File: src/rtl/clk_div_pkg.sv
`default_nettype none
// +----------------------------------------------------------------------------+
// | Module  : clk_div_pkg                                                      |
// | Desc    : Shared sizing helpers and reset divisors for the clock divider.  |
// | Revision: 1.0 - initial release                                            |
// +----------------------------------------------------------------------------+
package clk_div_pkg;

    // Channel index width; never zero, even for a single channel.
    function automatic int ch_w(input int num_ch);
        return (num_ch <= 1) ? 1 : $clog2(num_ch);
    endfunction

    // Reset divisor of channel i: 2, 4, 8, 16, ...
    function automatic int unsigned default_div(input int i);
        return 32'd1 << (i + 1);
    endfunction

    function automatic bit cfg_ok(input int num_ch, input int cnt_w);
        return (num_ch >= 1) && (num_ch <= 16) && (cnt_w >= num_ch + 1);
    endfunction

endpackage
`default_nettype wire

File: src/rtl/clk_div_chan.sv
`default_nettype none
// +----------------------------------------------------------------------------+
// | Module  : clk_div_chan                                                     |
// | Desc    : One divider channel: divisor, free-running counter, wave, tick.  |
// | Revision: 1.0 - initial release                                            |
// +----------------------------------------------------------------------------+
module clk_div_chan #(
    parameter int              CNT_W       = 8,
    parameter logic [CNT_W-1:0] DEFAULT_DIV = CNT_W'(2)
) (
    input  logic             clk,
    input  logic             rst,
    input  logic             i_ena,
    input  logic             i_sync,
    input  logic             i_cfg_wr,
    input  logic [CNT_W-1:0] i_cfg_div,
    output logic             o_div_out,
    output logic             o_tick
);

    logic [CNT_W-1:0] r_div;
    logic [CNT_W-1:0] r_cnt;
    logic             r_div_out;
    logic             r_tick;
    logic             w_last;
    logic [CNT_W-1:0] w_high_len;

    assign w_last     = (r_cnt == r_div - CNT_W'(1));
    // ceil(D/2): odd divisors get the extra cycle in the high phase
    assign w_high_len = r_div - (r_div >> 1);

    always_ff @(posedge clk) begin
        if (rst) begin
            r_div     <= DEFAULT_DIV;
            r_cnt     <= '0;
            r_div_out <= 1'b0;
            r_tick    <= 1'b0;
        end else if (i_cfg_wr) begin
            r_div     <= i_cfg_div;
            r_cnt     <= '0;
            r_div_out <= 1'b0;
            r_tick    <= 1'b0;
        end else if (i_sync) begin
            r_cnt     <= '0;
            r_div_out <= 1'b0;
            r_tick    <= 1'b0;
        end else if (!i_ena) begin
            r_tick    <= 1'b0;
        end else if (r_div == '0) begin
            r_cnt     <= '0;
            r_div_out <= 1'b0;
            r_tick    <= 1'b0;
        end else if (r_div == CNT_W'(1)) begin
            r_cnt     <= '0;
            r_div_out <= 1'b1;
            r_tick    <= 1'b1;
        end else begin
            r_div_out <= (r_cnt < w_high_len);
            r_tick    <= w_last;
            r_cnt     <= w_last ? '0 : r_cnt + CNT_W'(1);
        end
    end

    assign o_div_out = r_div_out;
    assign o_tick    = r_tick;

endmodule
`default_nettype wire

File: src/rtl/clk_div_bank.sv
`default_nettype none
// +----------------------------------------------------------------------------+
// | Module  : clk_div_bank                                                     |
// | Desc    : Bank of programmable clock-enable dividers with masked AND out.  |
// | Revision: 1.0 - initial release                                            |
// +----------------------------------------------------------------------------+
module clk_div_bank
    import clk_div_pkg::*;
#(
    parameter  int NUM_CH = 4,
    parameter  int CNT_W  = 8,
    localparam int CH_W   = ch_w(NUM_CH)
) (
    input  logic              clk,
    input  logic              reset,
    input  logic              ena,
    input  logic              sync,
    input  logic              cfg_we,
    input  logic [CH_W-1:0]   cfg_ch,
    input  logic [CNT_W-1:0]  cfg_div,
    input  logic [NUM_CH-1:0] and_mask,
    output logic [NUM_CH-1:0] div_out,
    output logic [NUM_CH-1:0] tick,
    output logic              and_out
);

    logic [NUM_CH-1:0] w_cfg_wr;

    if (!cfg_ok(NUM_CH, CNT_W)) begin : g_bad_cfg
        $error("clk_div_bank: NUM_CH must be 1..16 and CNT_W >= NUM_CH+1");
    end

    // Out-of-range channel indices match no channel, so such writes are dropped.
    for (genvar i = 0; i < NUM_CH; i++) begin : g_chan
        assign w_cfg_wr[i] = cfg_we && (cfg_ch == CH_W'(i));

        clk_div_chan #(
            .CNT_W       (CNT_W),
            .DEFAULT_DIV (CNT_W'(default_div(i)))
        ) u_chan (
            .clk       (clk),
            .rst       (reset),
            .i_ena     (ena),
            .i_sync    (sync),
            .i_cfg_wr  (w_cfg_wr[i]),
            .i_cfg_div (cfg_div),
            .o_div_out (div_out[i]),
            .o_tick    (tick[i])
        );
    end

    assign and_out = (|and_mask) & (&(div_out | ~and_mask));

endmodule
`default_nettype wire

File: config.mk
export PLATFORM = sky130hd
export DESIGN_NAME = clk_div_bank
export DESIGN_NICKNAME = d
export VERILOG_FILES = /design/src/rtl/clk_div_pkg.sv /design/src/rtl/clk_div_chan.sv /design/src/rtl/clk_div_bank.sv
export SDC_FILE = /design/constraint.sdc
export NUM_CORES = 1
export LEC_CHECK = 0
export CAP_MARGIN = 40
export CORE_UTILIZATION = 64
export CTS_BUF_LIST = sky130_fd_sc_hd__clkbuf_4 sky130_fd_sc_hd__clkbuf_8
export DETAILED_ROUTE_END_ITERATION = 10
export GPL_TIMING_DRIVEN = 0
export PLACE_DENSITY = 0.84
export SLEW_MARGIN = 20
export SYNTH_ARGS = -nofsm -noshare
export SYNTH_HDL_FRONTEND = slang
export SYNTH_SLANG_ARGS = --single-unit
File: constraint.sdc
create_clock -name clk -period 3.2 [get_ports clk]
set_clock_uncertainty 0.1 [all_clocks]
set_input_delay 0.64 -clock clk [delete_from_list [all_inputs] [get_ports clk]]
set_output_delay 0.64 -clock clk [all_outputs]
set_load 0.02 [all_outputs]
==> results of run 1 <==
routing by layer:
layer / vias up / share of wire / global-route usage
met2: 98 / 0.49 / 0.5277
met3: 33 / 0.040 / 0.05319
met5: - / 0 / 0
met1: 2430 / 0.44 / 0.3603
met4: 0 / 0.025 / 0.09989
li1: 2558 / - / -
worst max-delay path: cells and delay by family, from the launching register on:
kind            cells  cell delay (ps)
xor+xnor            1              150
buf+inv             1               60
flops               1              470
compound gates      6              840
fa+ha+maj           3              920
simple gates        2              240
final cells by class:
type | instances | area [um^2]
buffer | 21 | 117.6
clock buffer | 9 | 123.9
clock inverter | 6 | 85.08
fill | 693 | 2281
inverter | 56 | 210.2
multi-input combinational | 580 | 4237
sequential | 72 | 1441
tap | 108 | 135.1
timing repair buffer | 26 | 260.3
cell families (layout without fill, tap and decap cells):
family	count (synthesis)	count (layout)	share of synthesized area
xor+xnor	84	84	0.1225
flops	72	72	0.2400
buf+inv	77	118	0.05458
fa+ha+maj	104	104	0.2217
mux	7	7	0.01167
simple gates	227	227	0.1867
compound gates	158	158	0.1629
cells in the mapped netlist, types with 8 or more instances:
cell	n	area, um^2
sky130_fd_sc_hd__ha_1	100	1251
sky130_fd_sc_hd__nand2_1	83	311.6
sky130_fd_sc_hd__dfxtp_1	72	1441
sky130_fd_sc_hd__inv_1	56	210.2
sky130_fd_sc_hd__xnor2_1	52	455.4
sky130_fd_sc_hd__a21oi_1	51	255.2
sky130_fd_sc_hd__nor2_1	48	180.2
sky130_fd_sc_hd__o21ai_0	41	205.2
sky130_fd_sc_hd__xor2_1	32	280.3
sky130_fd_sc_hd__nand3_1	22	110.1
sky130_fd_sc_hd__a21o_1	18	135.1
sky130_fd_sc_hd__and3_1	12	75.07
sky130_fd_sc_hd__nor3b_1	12	90.09
sky130_fd_sc_hd__clkbuf_1	10	37.54
sky130_fd_sc_hd__a21boi_0	9	67.56
sky130_fd_sc_hd__nand2b_1	9	56.30
sky130_fd_sc_hd__o21bai_1	9	67.56
sky130_fd_sc_hd__buf_4	8	60.06
sky130_fd_sc_hd__nor2b_1	8	50.05
state kept, by name, summed over array words and instances, names as in the netlist:
name,cells
g_chan.u_chan.o_tick,4
g_chan.u_chan.r_cnt,32
g_chan.u_chan.o_div_out,4
g_chan.u_chan.r_div,32
placed cells by master (no fill, tap or decap), types with 10 or more instances in the layout:
master | netlist | layout
sky130_fd_sc_hd__o21ai_0 | 41 | 41
sky130_fd_sc_hd__nand3_1 | 22 | 22
sky130_fd_sc_hd__ha_1 | 100 | 100
sky130_fd_sc_hd__nor2_1 | 48 | 48
sky130_fd_sc_hd__nor3b_1 | 12 | 12
sky130_fd_sc_hd__dfxtp_1 | 72 | 72
sky130_fd_sc_hd__inv_1 | 56 | 56
sky130_fd_sc_hd__a21o_1 | 18 | 18
sky130_fd_sc_hd__xnor2_1 | 52 | 52
sky130_fd_sc_hd__xor2_1 | 32 | 32
sky130_fd_sc_hd__nand2_1 | 83 | 83
sky130_fd_sc_hd__a21oi_1 | 51 | 51
sky130_fd_sc_hd__and3_1 | 12 | 12
sky130_fd_sc_hd__clkbuf_1 | 10 | 10
sky130_fd_sc_hd__clkdlybuf4s50_1 | 0 | 26
power by group:
part	internal, W	total, W	switching, W
clock network	0.000432	0.000795	0.000363
registers	0.000916	0.000947	0.0000317
logic	0.000236	0.000510	0.000274
path summary, 6_finish.rpt:
kind	endpoint	slack [ps]
worst max-delay path	g_chan[3].u_chan.o_div_out$_SDFFE_PP0P_	350
worst min-delay path	g_chan[3].u_chan.r_div[6]$_SDFFE_PP0P_	420
worst max register to register	g_chan[3].u_chan.o_div_out$_SDFFE_PP0P_	350
worst min register to register	g_chan[3].u_chan.r_div[6]$_SDFFE_PP0P_	420
metrics by stage:
| step | utilization | hold WS, ps | area, um^2 |
|---|---|---|---|
| after floorplan | - | 361.8 | 6006 |
| after global placement | 0.7200 | 405.4 | 6401 |
| after detailed placement | 0.7200 | 406.5 | 6401 |
| after CTS | 0.7435 | 422.3 | 6610 |
| after global routing | 0.7435 | 440.9 | 6610 |
| final | 0.7435 | 420.5 | 6610 |
==> flow_metrics.py, run 1 <==
metrics = {
    "clocking": {
        "max-clock-path-buffers": 2,
        "numCtsBuffers": 9,
        "hold_buffers": 0,
        "h-tree-depth": 3,
        "clkSinkCount": 72,
        "cts_repair_resize_count": 0,
        "worstSkewPairLatency_ps": 360,
        "cts_setup_buffers": 0,
        "cts.root.buffer_cell": "sky130_fd_sc_hd__clkbuf_8",
        "clock_input_transition_at_the_sequential_cells_of_the_worst_setup_and_hold_paths_ps": 80,
        "cts_tree": "built",
    },
    "logic_synthesis": {
        "yosysWarnings": 0,
        "syn_area_per_cell_um2": 8.238,
        "asyncSetResetFlopFracSynth": 0,
        "postSynth.topFlopCell": "sky130_fd_sc_hd__dfxtp_1",
        "flop_and_latch_count_out_of_synthesis": 72,
        "synth_enable_flop_cells": 0,
        "postSynthCellCount": 729,
        "synth.yosys.seq_area_share": 0.2400,
        "netlist_area_mm2": 0.006006,
        "netlist-cell-type-count": 55,
        "synthesis.nets": 852,
    },
    "global_route": {
        "grt_first_pass_wirelength_um": 23170,
        "largest_net_degree_at_the_start_of_global_routing": 13,
        "overflow": 0,
        "grt_pass1_vias": 5102,
        "global_route_usage_sum": 0.2969,
        "grt_antenna_before_repair": 0,
    },
    "timing": {
        "layout_worst_path_cycle_share": 0.8899,
        "final.setup.tns_ps": 0,
        "fmax_mhz": 351.2,
        "fin_ws_ps": 352.3,
        "final_worst_path_period_need_ps": 2848,
        "number_of_max_slew_violations_in_the_final_report": 0,
        "rsz0062_at_grt": "false",
        "worstMarginPinSlew_ps": 626.7,
        "finalHoldViolations": 0,
        "timing.final.setup_violations": 0,
        "timing.max_slew.rel_slack": 0.5790,
    },
    "setup_path": {
        "worstRegToRegCells": 13,
        "crit_path_frequent_cell": "sky130_fd_sc_hd__a21oi_1",
        "critPathArrivalTime_ps": 3040,
        "crit_fanout": 5,
        "crit_required_ps": 3390,
        "critical_path.endpoint_type": "register",
        "critical-path-max-stage-delay_ps": 470,
        "worst_setup_path_startpoint": "g_chan[3].u_chan.r_div[1]$_SDFFE_PP0P_",
        "worst_path_cell_with_the_longest_stage_delay": "sky130_fd_sc_hd__dfxtp_1",
        "worstSetupStartpointType": "register",
        "worstReg2RegStart": "g_chan[3].u_chan.r_div[1]$_SDFFE_PP0P_",
        "cp_cell_sequence": "ha_1, inv_1, fa_1, a21oi_1, nor2_1, nor2_1, o21bai_1, a21oi_1, xnor2_1, ha_1, a21oi_1, o21ai_0, a21oi_1",
        "critical_path_class": "register to register",
    },
    "cells_and_area": {
        "area_delta_synth_final_pct": 10.06,
        "antenna-diode-count": 0,
        "post_layout_nonfiller_instances": 878,
        "layout-drive-gt1-share": 0.04156,
        "nNetsFinal": 889,
    },
    "floorplanning": {
        "core_area_mm2": 0.008891,
        "initial_core_utilization": 0.6755,
        "num_io_pins": 28,
        "core.rowCount": 34,
        "design.die.area_mm2": 0.009775,
        "die_x_um": 98.87,
        "dieHeight_um": 98.87,
    },
    "worst_hold_path": {
        "holdCritStartpoint": "g_chan[3].u_chan.r_div[6]$_SDFFE_PP0P_",
        "holdCritPathClass": "register to register",
        "min_path_cells": 2,
    },
    "place": {
        "placedCellCount": 863,
        "port_buffers": 26,
        "routability_driven_placement_congestion_ratio": 0.8599,
        "dp.final_hpwl_um": 10710,
        "detailedPlace.worstSlack_ps": 261.4,
    },
    "pwr": {
        "ir_drop_uv": 275.2,
        "totalPowerFinal_w": 0.002252,
        "total_leakage_power_nw": 2.868,
        "pwr_density_cell_mw_per_mm2": 340.8,
    },
    "outcome": {
        "run_status": "finished, final reports clean",
    },
    "detailed_routing": {
        "drt_iter0_drc": 193,
        "overall_via_count_from_detail_route": 5119,
        "postRouteWirelength_um": 13640,
        "remaining_drc_errors": 0,
        "drtAntennaViolNets": 0,
        "avgViaCountPerCell": 5.830,
        "detail_route.first_pass.iterations": 5,
        "routedWlPerCell_um": 15.54,
    },
    "job": {
        "max_cap_viol_count": 0,
    },
}
(Power assumes the default switching activity.)
==> run 2: changes to the inputs <==
--- a/config.mk
+++ b/config.mk
@@ -6,11 +6,13 @@
 export NUM_CORES = 1
 export LEC_CHECK = 0
 export CAP_MARGIN = 40
-export CORE_UTILIZATION = 64
+export CORE_UTILIZATION = 65
 export CTS_BUF_LIST = sky130_fd_sc_hd__clkbuf_4 sky130_fd_sc_hd__clkbuf_8
+export CTS_CLUSTER_SIZE = 25
 export DETAILED_ROUTE_END_ITERATION = 10
 export GPL_TIMING_DRIVEN = 0
-export PLACE_DENSITY = 0.84
+export HOLD_SLACK_MARGIN = 0.1
+export PLACE_DENSITY = 0.85
 export SLEW_MARGIN = 20
 export SYNTH_ARGS = -nofsm -noshare
 export SYNTH_HDL_FRONTEND = slang
==> constraint.sdc (replaced) <==
create_clock -name clk -period 3.32 [get_ports clk]
set_clock_uncertainty 0.1 [all_clocks]
set_input_delay 0.664 -clock clk [delete_from_list [all_inputs] [get_ports clk]]
set_output_delay 0.664 -clock clk [all_outputs]
set_load 0.02 [all_outputs]
==> run 2 against run 1 <==
Core utilization increased by 0.54 points. Count of clock-buffer cells in the layout grew 2. Critical path type is now input port to output pin. Global-route usage rose by 0.55 points. Register-to-register slack improved by 180 ps. Via count rose by 2.8%. The run now ends with DRC left. Clock power up 2.9%. Routed wire length grew 2.1%. First-iteration DRC count increased by 23%.
==> flow_metrics.py, run 2 (synthesis gave the netlist of run 1 again) <==
metrics = {
    "place": {
        "port_buffers": 26,
        "placedCellCount": 863,
        "routability_driven_placement_congestion_ratio": 0.8628,
        "placement.cell_area_mm2": 0.006401,
        "dp.final_hpwl_um": 10880,
    },
    "cells_and_area": {
        "antenna-diode-count": 0,
        "largestRegisters": "g_chan.u_chan.r_cnt (32), g_chan.u_chan.r_div (32)",
        "layout_cell_area_excl_fill_mm2": 0.006626,
        "most-common-layout-cells": "sky130_fd_sc_hd__ha_1, sky130_fd_sc_hd__nand2_1, sky130_fd_sc_hd__dfxtp_1",
        "layout.cells.most_common": "sky130_fd_sc_hd__ha_1",
        "area_delta_synth_final_pct": 10.33,
        "layout-drive-gt1-share": 0.04280,
        "post_layout_nonfiller_instances": 879,
        "nNetsFinal": 889,
    },
    "setup_path": {
        "worstReg2RegEnd": "g_chan[1].u_chan.o_div_out$_SDFFE_PP0P_",
        "crit_fanout": 2,
        "critical_path.endpoint_type": "output pin",
        "worstRegToRegCells": 14,
        "worstSetupStartpointType": "input port",
        "critPathArrivalTime_ps": 2060,
        "worst_setup_path_startpoint": "and_mask[0]",
        "worstReg2RegStart": "g_chan[1].u_chan.r_div[0]$_SDFFE_PP0P_",
        "critical_path_class": "input port to output pin",
        "timing.reg2reg.setup_slack_ps": 530,
        "crit_required_ps": 2560,
        "critPathCapture": "and_out",
    },
    "pwr": {
        "comb_power_share": 0.222,
        "share_clk_of_total_power": 0.368,
        "seq_power_share": 0.410,
        "ir_drop_uv": 227.0,
        "switching_portion_of_total_power": 0.2978,
        "pwr_density_cell_mw_per_mm2": 335.6,
        "internal_power_w": 0.001562,
        "power.switching_w": 0.0006624,
        "total_leakage_power_nw": 2.876,
    },
    "timing": {
        "timing.final.setup_violations": 0,
        "final.setup.tns_ps": 0,
        "rsz0062_at_grt": "false",
        "finalHoldViolations": 0,
        "number_of_max_slew_violations_in_the_final_report": 0,
        "fmax_mhz": 353.6,
        "timing.max_slew.rel_slack": 0.5494,
        "final_worst_path_period_need_ps": 2828,
        "worstMarginPinSlew_ps": 670.8,
        "layout_worst_path_cycle_share": 0.8519,
    },
    "floorplanning": {
        "num_io_pins": 28,
        "dieHeight_um": 98.12,
        "core_area_mm2": 0.008848,
        "die_x_um": 98.12,
        "initial_core_utilization": 0.6787,
        "design.die.area_mm2": 0.009628,
        "core.rowCount": 34,
    },
    "worst_hold_path": {
        "holdCritPathClass": "register to register",
        "holdCritStartpoint": "g_chan[3].u_chan.r_div[3]$_SDFFE_PP0P_",
    },
    "outcome": {
        "run_status": "finished with violations",
        "failed_checks": "DRC",
    },
    "global_route": {
        "grt_first_pass_wirelength_um": 23360,
        "grt_antenna_before_repair": 0,
        "overflow": 0,
        "largest_net_degree_at_the_start_of_global_routing": 13,
        "grt_pass1_vias": 5244,
        "global_route_usage_sum": 0.3024,
    },
    "detailed_routing": {
        "overall_via_count_from_detail_route": 5260,
        "remaining_drc_errors": 1,
        "drt_iter0_drc": 237,
        "routedWlPerCell_um": 15.85,
        "avgViaCountPerCell": 5.984,
        "detail_route.first_pass.iterations": 8,
        "drtAntennaViolNets": 0,
        "postRouteWirelength_um": 13930,
    },
    "job": {
        "max_cap_viol_count": 0,
    },
    "clocking": {
        "cts_tree": "built",
        "cts_setup_buffers": 0,
        "numCtsBuffers": 9,
        "h-tree-depth": 3,
        "clkSinkCount": 72,
        "max-clock-path-buffers": 2,
        "clock_input_transition_at_the_sequential_cells_of_the_worst_setup_and_hold_paths_ps": 80,
        "worstSkewPairLatency_ps": 370,
        "cts_repair_resize_count": 0,
        "hold_buffers": 0,
        "cts.root.buffer_cell": "sky130_fd_sc_hd__clkbuf_8",
    },
}
run 2: final cells by class:
cell class / instances / area [um^2]
sequential: 72 / 1441
fill: 641 / 2222
clock buffer: 11 / 145.1
tap: 108 / 135.1
multi-input combinational: 580 / 4237
clock inverter: 5 / 80.08
inverter: 56 / 210.2
buffer: 21 / 117.6
timing repair buffer: 26 / 260.3
run 2: metrics by stage:
step | utilization | worst slack, ps | hold slack [ps] | power [W]
2_1_floorplan | - | 828.9 | 361.8 | 0.001286
3_3_place_gp | 0.7234 | 447.1 | 404.3 | 0.001388
3_5_place_dp | 0.7234 | 344.2 | 412.7 | 0.001417
4_1_cts | 0.7489 | 501.2 | 423.9 | 0.002218
5_1_grt | 0.7489 | 304.9 | 444.9 | 0.002317
6_report | 0.7489 | 491.8 | 419.0 | 0.002224
run 2: layer usage:
metal	wire length [um]	global-route usage
met2	6902	0.5395
met1	5767	0.3465
met3	793	0.05297
met5	0	0
met4	467	0.1515
run 2: power groups by stage:
stage          Combinational, W  Clock [W]  Sequential [W]
2_1_floorplan          0.000364          0        0.000922
3_3_place_gp           0.000457          0        0.000931
3_5_place_dp           0.000485          0        0.000932
4_1_cts                0.000491   0.000814        0.000912
5_1_grt                0.000549   0.000853        0.000916
6_report               0.000494   0.000818        0.000913
run 2: worst max-delay path, stage by stage:
cell	delay [ps]
sky130_fd_sc_hd__clkdlybuf4s50_1	430
sky130_fd_sc_hd__inv_1	70
sky130_fd_sc_hd__o22ai_1	80
sky130_fd_sc_hd__nor3_1	190
sky130_fd_sc_hd__clkdlybuf4s50_1	640
run 2: worst min-delay path by stage:
stage,depth (start not counted),endpoint,slack [ps]
2_1_floorplan,2,g_chan[1].u_chan.r_div[7]$_SDFFE_PP0P_,360
3_3_place_gp,2,g_chan[3].u_chan.r_div[3]$_SDFFE_PP0P_,400
3_5_place_dp,2,g_chan[3].u_chan.r_div[3]$_SDFFE_PP0P_,410
4_1_cts,2,g_chan[3].u_chan.r_div[3]$_SDFFE_PP0P_,420
5_1_grt,2,g_chan[1].u_chan.r_div[7]$_SDFFE_PP0P_,440
6_report,2,g_chan[3].u_chan.r_div[3]$_SDFFE_PP0P_,420
==> run 3: changes to the inputs <==
--- a/config.mk
+++ b/config.mk
@@ -6,6 +6,7 @@
 export NUM_CORES = 1
 export LEC_CHECK = 0
 export CAP_MARGIN = 40
+export CORE_MARGIN = 2
 export CORE_UTILIZATION = 65
 export CTS_BUF_LIST = sky130_fd_sc_hd__clkbuf_4 sky130_fd_sc_hd__clkbuf_8
 export CTS_CLUSTER_SIZE = 25
==> run 3 against run 2 <==
Register-to-register slack got worse by 70 ps. Highest routed layer unchanged. Core utilization fell by 2.2 points. The run now ends clean. Critical path type is now register to register. Clock power fell by 3.5%. Sequential share of layout area barely moved. Final area barely moved. Sequential power barely moved. Critical path depth rose by 10. Count of clock-buffer cells in the layout fell by 1.
==> flow_metrics.py, run 3 (synthesis gave the netlist of run 1 again) <==
metrics = {
    "floorplanning": {
        "num_io_pins": 28,
        "die_x_um": 100.1,
        "design.die.area_mm2": 0.01002,
        "core_area_mm2": 0.009109,
        "core.rowCount": 35,
        "dieHeight_um": 100.1,
        "initial_core_utilization": 0.6593,
    },
    "timing": {
        "fin_ws_ps": 460.7,
        "finalHoldViolations": 0,
        "number_of_max_slew_violations_in_the_final_report": 0,
        "layout_worst_path_cycle_share": 0.8612,
        "final.setup.tns_ps": 0,
        "rsz0062_at_grt": "false",
        "worstMarginPinSlew_ps": 624.2,
        "final_worst_path_period_need_ps": 2859,
        "timing.max_slew.rel_slack": 0.5806,
        "timing.final.setup_violations": 0,
        "fmax_mhz": 349.7,
    },
    "detailed_routing": {
        "detail_route.first_pass.iterations": 5,
        "postRouteWirelength_um": 13690,
        "drt_iter0_drc": 210,
        "drtAntennaViolNets": 0,
        "remaining_drc_errors": 0,
        "routedWlPerCell_um": 15.52,
        "topRoutingLayerUsed": "met4",
        "overall_via_count_from_detail_route": 5167,
        "routed-wl-met2_um": 6915,
        "avgViaCountPerCell": 5.858,
        "drt-met1-wl_um": 5861,
        "dr_wl_met3_um": 596,
    },
    "cells_and_area": {
        "layout.cells.most_common": "sky130_fd_sc_hd__ha_1",
        "most-common-layout-cells": "sky130_fd_sc_hd__ha_1, sky130_fd_sc_hd__nand2_1, sky130_fd_sc_hd__dfxtp_1",
        "area_delta_synth_final_pct": 10.31,
        "num-fill-cells": 715,
        "layout.area.seq_mm2": 0.001441,
        "nNetsFinal": 889,
        "multiInputGateArea_mm2": 0.004237,
        "antenna-diode-count": 0,
        "layout-drive-gt1-share": 0.04280,
        "largestRegisters": "g_chan.u_chan.r_cnt (32), g_chan.u_chan.r_div (32)",
    },
    "setup_path": {
        "critical-path-max-stage-delay_ps": 410,
        "worstRegToRegCells": 15,
        "worst_setup_path_startpoint": "g_chan[0].u_chan.r_div[0]$_SDFFE_PP0P_",
        "cp.buffers_inverters": 2,
        "critPathArrivalTime_ps": 3050,
        "worstSetupPathDepth": 15,
        "timing.reg2reg.setup_slack_ps": 460,
        "crit_required_ps": 3510,
        "worstReg2RegStart": "g_chan[0].u_chan.r_div[0]$_SDFFE_PP0P_",
        "critical_path.endpoint_type": "register",
        "worstReg2RegEnd": "g_chan[0].u_chan.o_div_out$_SDFFE_PP0P_",
        "cp_cell_sequence": "inv_1, ha_1, inv_1, fa_1, a21oi_1, nor2_1, nor2_1, o21bai_1, a21oi_1, xnor2_1, ha_1, o21ai_0, a21oi_1, o21ai_0, a21o_1",
        "critPathCapture": "g_chan[0].u_chan.o_div_out$_SDFFE_PP0P_",
        "critPathTopFamily": "compound AO/OA/AOI/OAI gates",
        "crit_fanout": 6,
        "crit_path_frequent_cell": "sky130_fd_sc_hd__a21oi_1",
        "worstSetupStartpointType": "register",
        "critical_path_class": "register to register",
        "worst_path_cell_with_the_longest_stage_delay": "sky130_fd_sc_hd__fa_1",
    },
    "place": {
        "port_buffers": 26,
        "dp.final_hpwl_um": 10760,
        "detailedPlace.worstSlack_ps": 340.7,
        "routability_driven_placement_congestion_ratio": 0.9264,
    },
    "pwr": {
        "totalPowerFinal_w": 0.002197,
        "internal_power_w": 0.001552,
        "power.switching_w": 0.0006456,
        "pwr_density_cell_mw_per_mm2": 331.6,
        "switching_portion_of_total_power": 0.2938,
        "ir_drop_uv": 236.8,
        "total_leakage_power_nw": 2.879,
        "share_clk_of_total_power": 0.359,
        "seq_power_share": 0.415,
        "comb_power_share": 0.226,
    },
    "clocking": {
        "cts.root.buffer_cell": "sky130_fd_sc_hd__clkbuf_8",
        "clock_input_transition_at_the_sequential_cells_of_the_worst_setup_and_hold_paths_ps": 80,
        "h-tree-depth": 3,
        "max-clock-path-buffers": 2,
        "clkSinkCount": 72,
        "cts_setup_buffers": 0,
        "cts_repair_resize_count": 0,
        "numCtsBuffers": 9,
        "hold_buffers": 0,
        "cts_tree": "built",
        "worstSkewPairLatency_ps": 350,
    },
    "job": {
        "max_cap_viol_count": 0,
    },
    "global_route": {
        "largest_net_degree_at_the_start_of_global_routing": 13,
        "global_route_usage_sum": 0.2816,
        "grt_antenna_before_repair": 0,
        "overflow": 0,
        "grt_pass1_vias": 5076,
        "grt_first_pass_wirelength_um": 22800,
    },
    "worst_hold_path": {
        "holdCritPathClass": "register to register",
    },
    "outcome": {
        "run_status": "finished, final reports clean",
    },
}
[run 3: layout make-up]
| type | instances | area share |
|---|---|---|
| clock inverters | 6 | 0.01246 |
| repair buffers | 26 | 0.03928 |
| multi-input cells | 580 | 0.6395 |
| clock buffers | 10 | 0.02077 |
| inverters | 56 | 0.03173 |
| plain buffers | 21 | 0.01775 |
| well taps | 111 | 0.02096 |
| flip-flops and latches | 72 | 0.2176 |
[run 3: worst min-delay path by stage]
stage                     slack, ps  cells after the start                                   start                                endpoint
after detailed placement        410                      2  g_chan[0].u_chan.r_div[4]$_SDFFE_PP0P_  g_chan[0].u_chan.r_div[4]$_SDFFE_PP0P_
after CTS                       420                      2  g_chan[0].u_chan.r_div[4]$_SDFFE_PP0P_  g_chan[0].u_chan.r_div[4]$_SDFFE_PP0P_
after global placement          400                      2  g_chan[1].u_chan.r_div[7]$_SDFFE_PP0P_  g_chan[1].u_chan.r_div[7]$_SDFFE_PP0P_
final                           420                      2  g_chan[0].u_chan.r_div[4]$_SDFFE_PP0P_  g_chan[0].u_chan.r_div[4]$_SDFFE_PP0P_
after global routing            440                      2  g_chan[0].u_chan.r_div[4]$_SDFFE_PP0P_  g_chan[0].u_chan.r_div[4]$_SDFFE_PP0P_
after floorplan                 360                      2  g_chan[1].u_chan.r_div[7]$_SDFFE_PP0P_  g_chan[1].u_chan.r_div[7]$_SDFFE_PP0P_
[run 3: power groups by stage]
stage          combinational [W]  sequential (W)  clock (W)
2_1_floorplan           0.000364        0.000922          0
3_3_place_gp            0.000459        0.000930          0
3_5_place_dp            0.000488        0.000932          0
4_1_cts                 0.000494        0.000911   0.000788
5_1_grt                 0.000555        0.000915   0.000823
6_report                0.000496        0.000912   0.000789
[run 3: worst reg2reg max path, cell delays in order, from the launching register on]
cell and delay [ps]:
sky130_fd_sc_hd__dfxtp_1 380, sky130_fd_sc_hd__inv_1 120, sky130_fd_sc_hd__ha_1 170, sky130_fd_sc_hd__inv_1 50, sky130_fd_sc_hd__fa_1 410, sky130_fd_sc_hd__a21oi_1 150
sky130_fd_sc_hd__nor2_1 50, sky130_fd_sc_hd__nor2_1 180, sky130_fd_sc_hd__o21bai_1 90, sky130_fd_sc_hd__a21oi_1 180, sky130_fd_sc_hd__xnor2_1 150, sky130_fd_sc_hd__ha_1 250
sky130_fd_sc_hd__o21ai_0 70, sky130_fd_sc_hd__a21oi_1 60, sky130_fd_sc_hd__o21ai_0 250, sky130_fd_sc_hd__a21o_1 150
[run 3: per-layer routing]
| metal | track usage | up-vias |
|---|---|---|
| li1 | - | 2562 |
| met3 | 0.04318 | 33 |
| met2 | 0.5111 | 113 |
| met5 | 0 | - |
| met1 | 0.3361 | 2459 |
| met4 | 0.1001 | 0 |
[run 3: through the flow]
stage	area (um^2)	std cells	hold WS [ps]	utilization
6_report	6625	882	416.4	0.7273
3_5_place_dp	6405	866	407.5	0.7032
2_1_floorplan	6006	729	361.8	-
4_1_cts	6625	882	417.8	0.7273
3_3_place_gp	6405	866	399.9	0.7032
5_1_grt	6625	882	439.5	0.7273
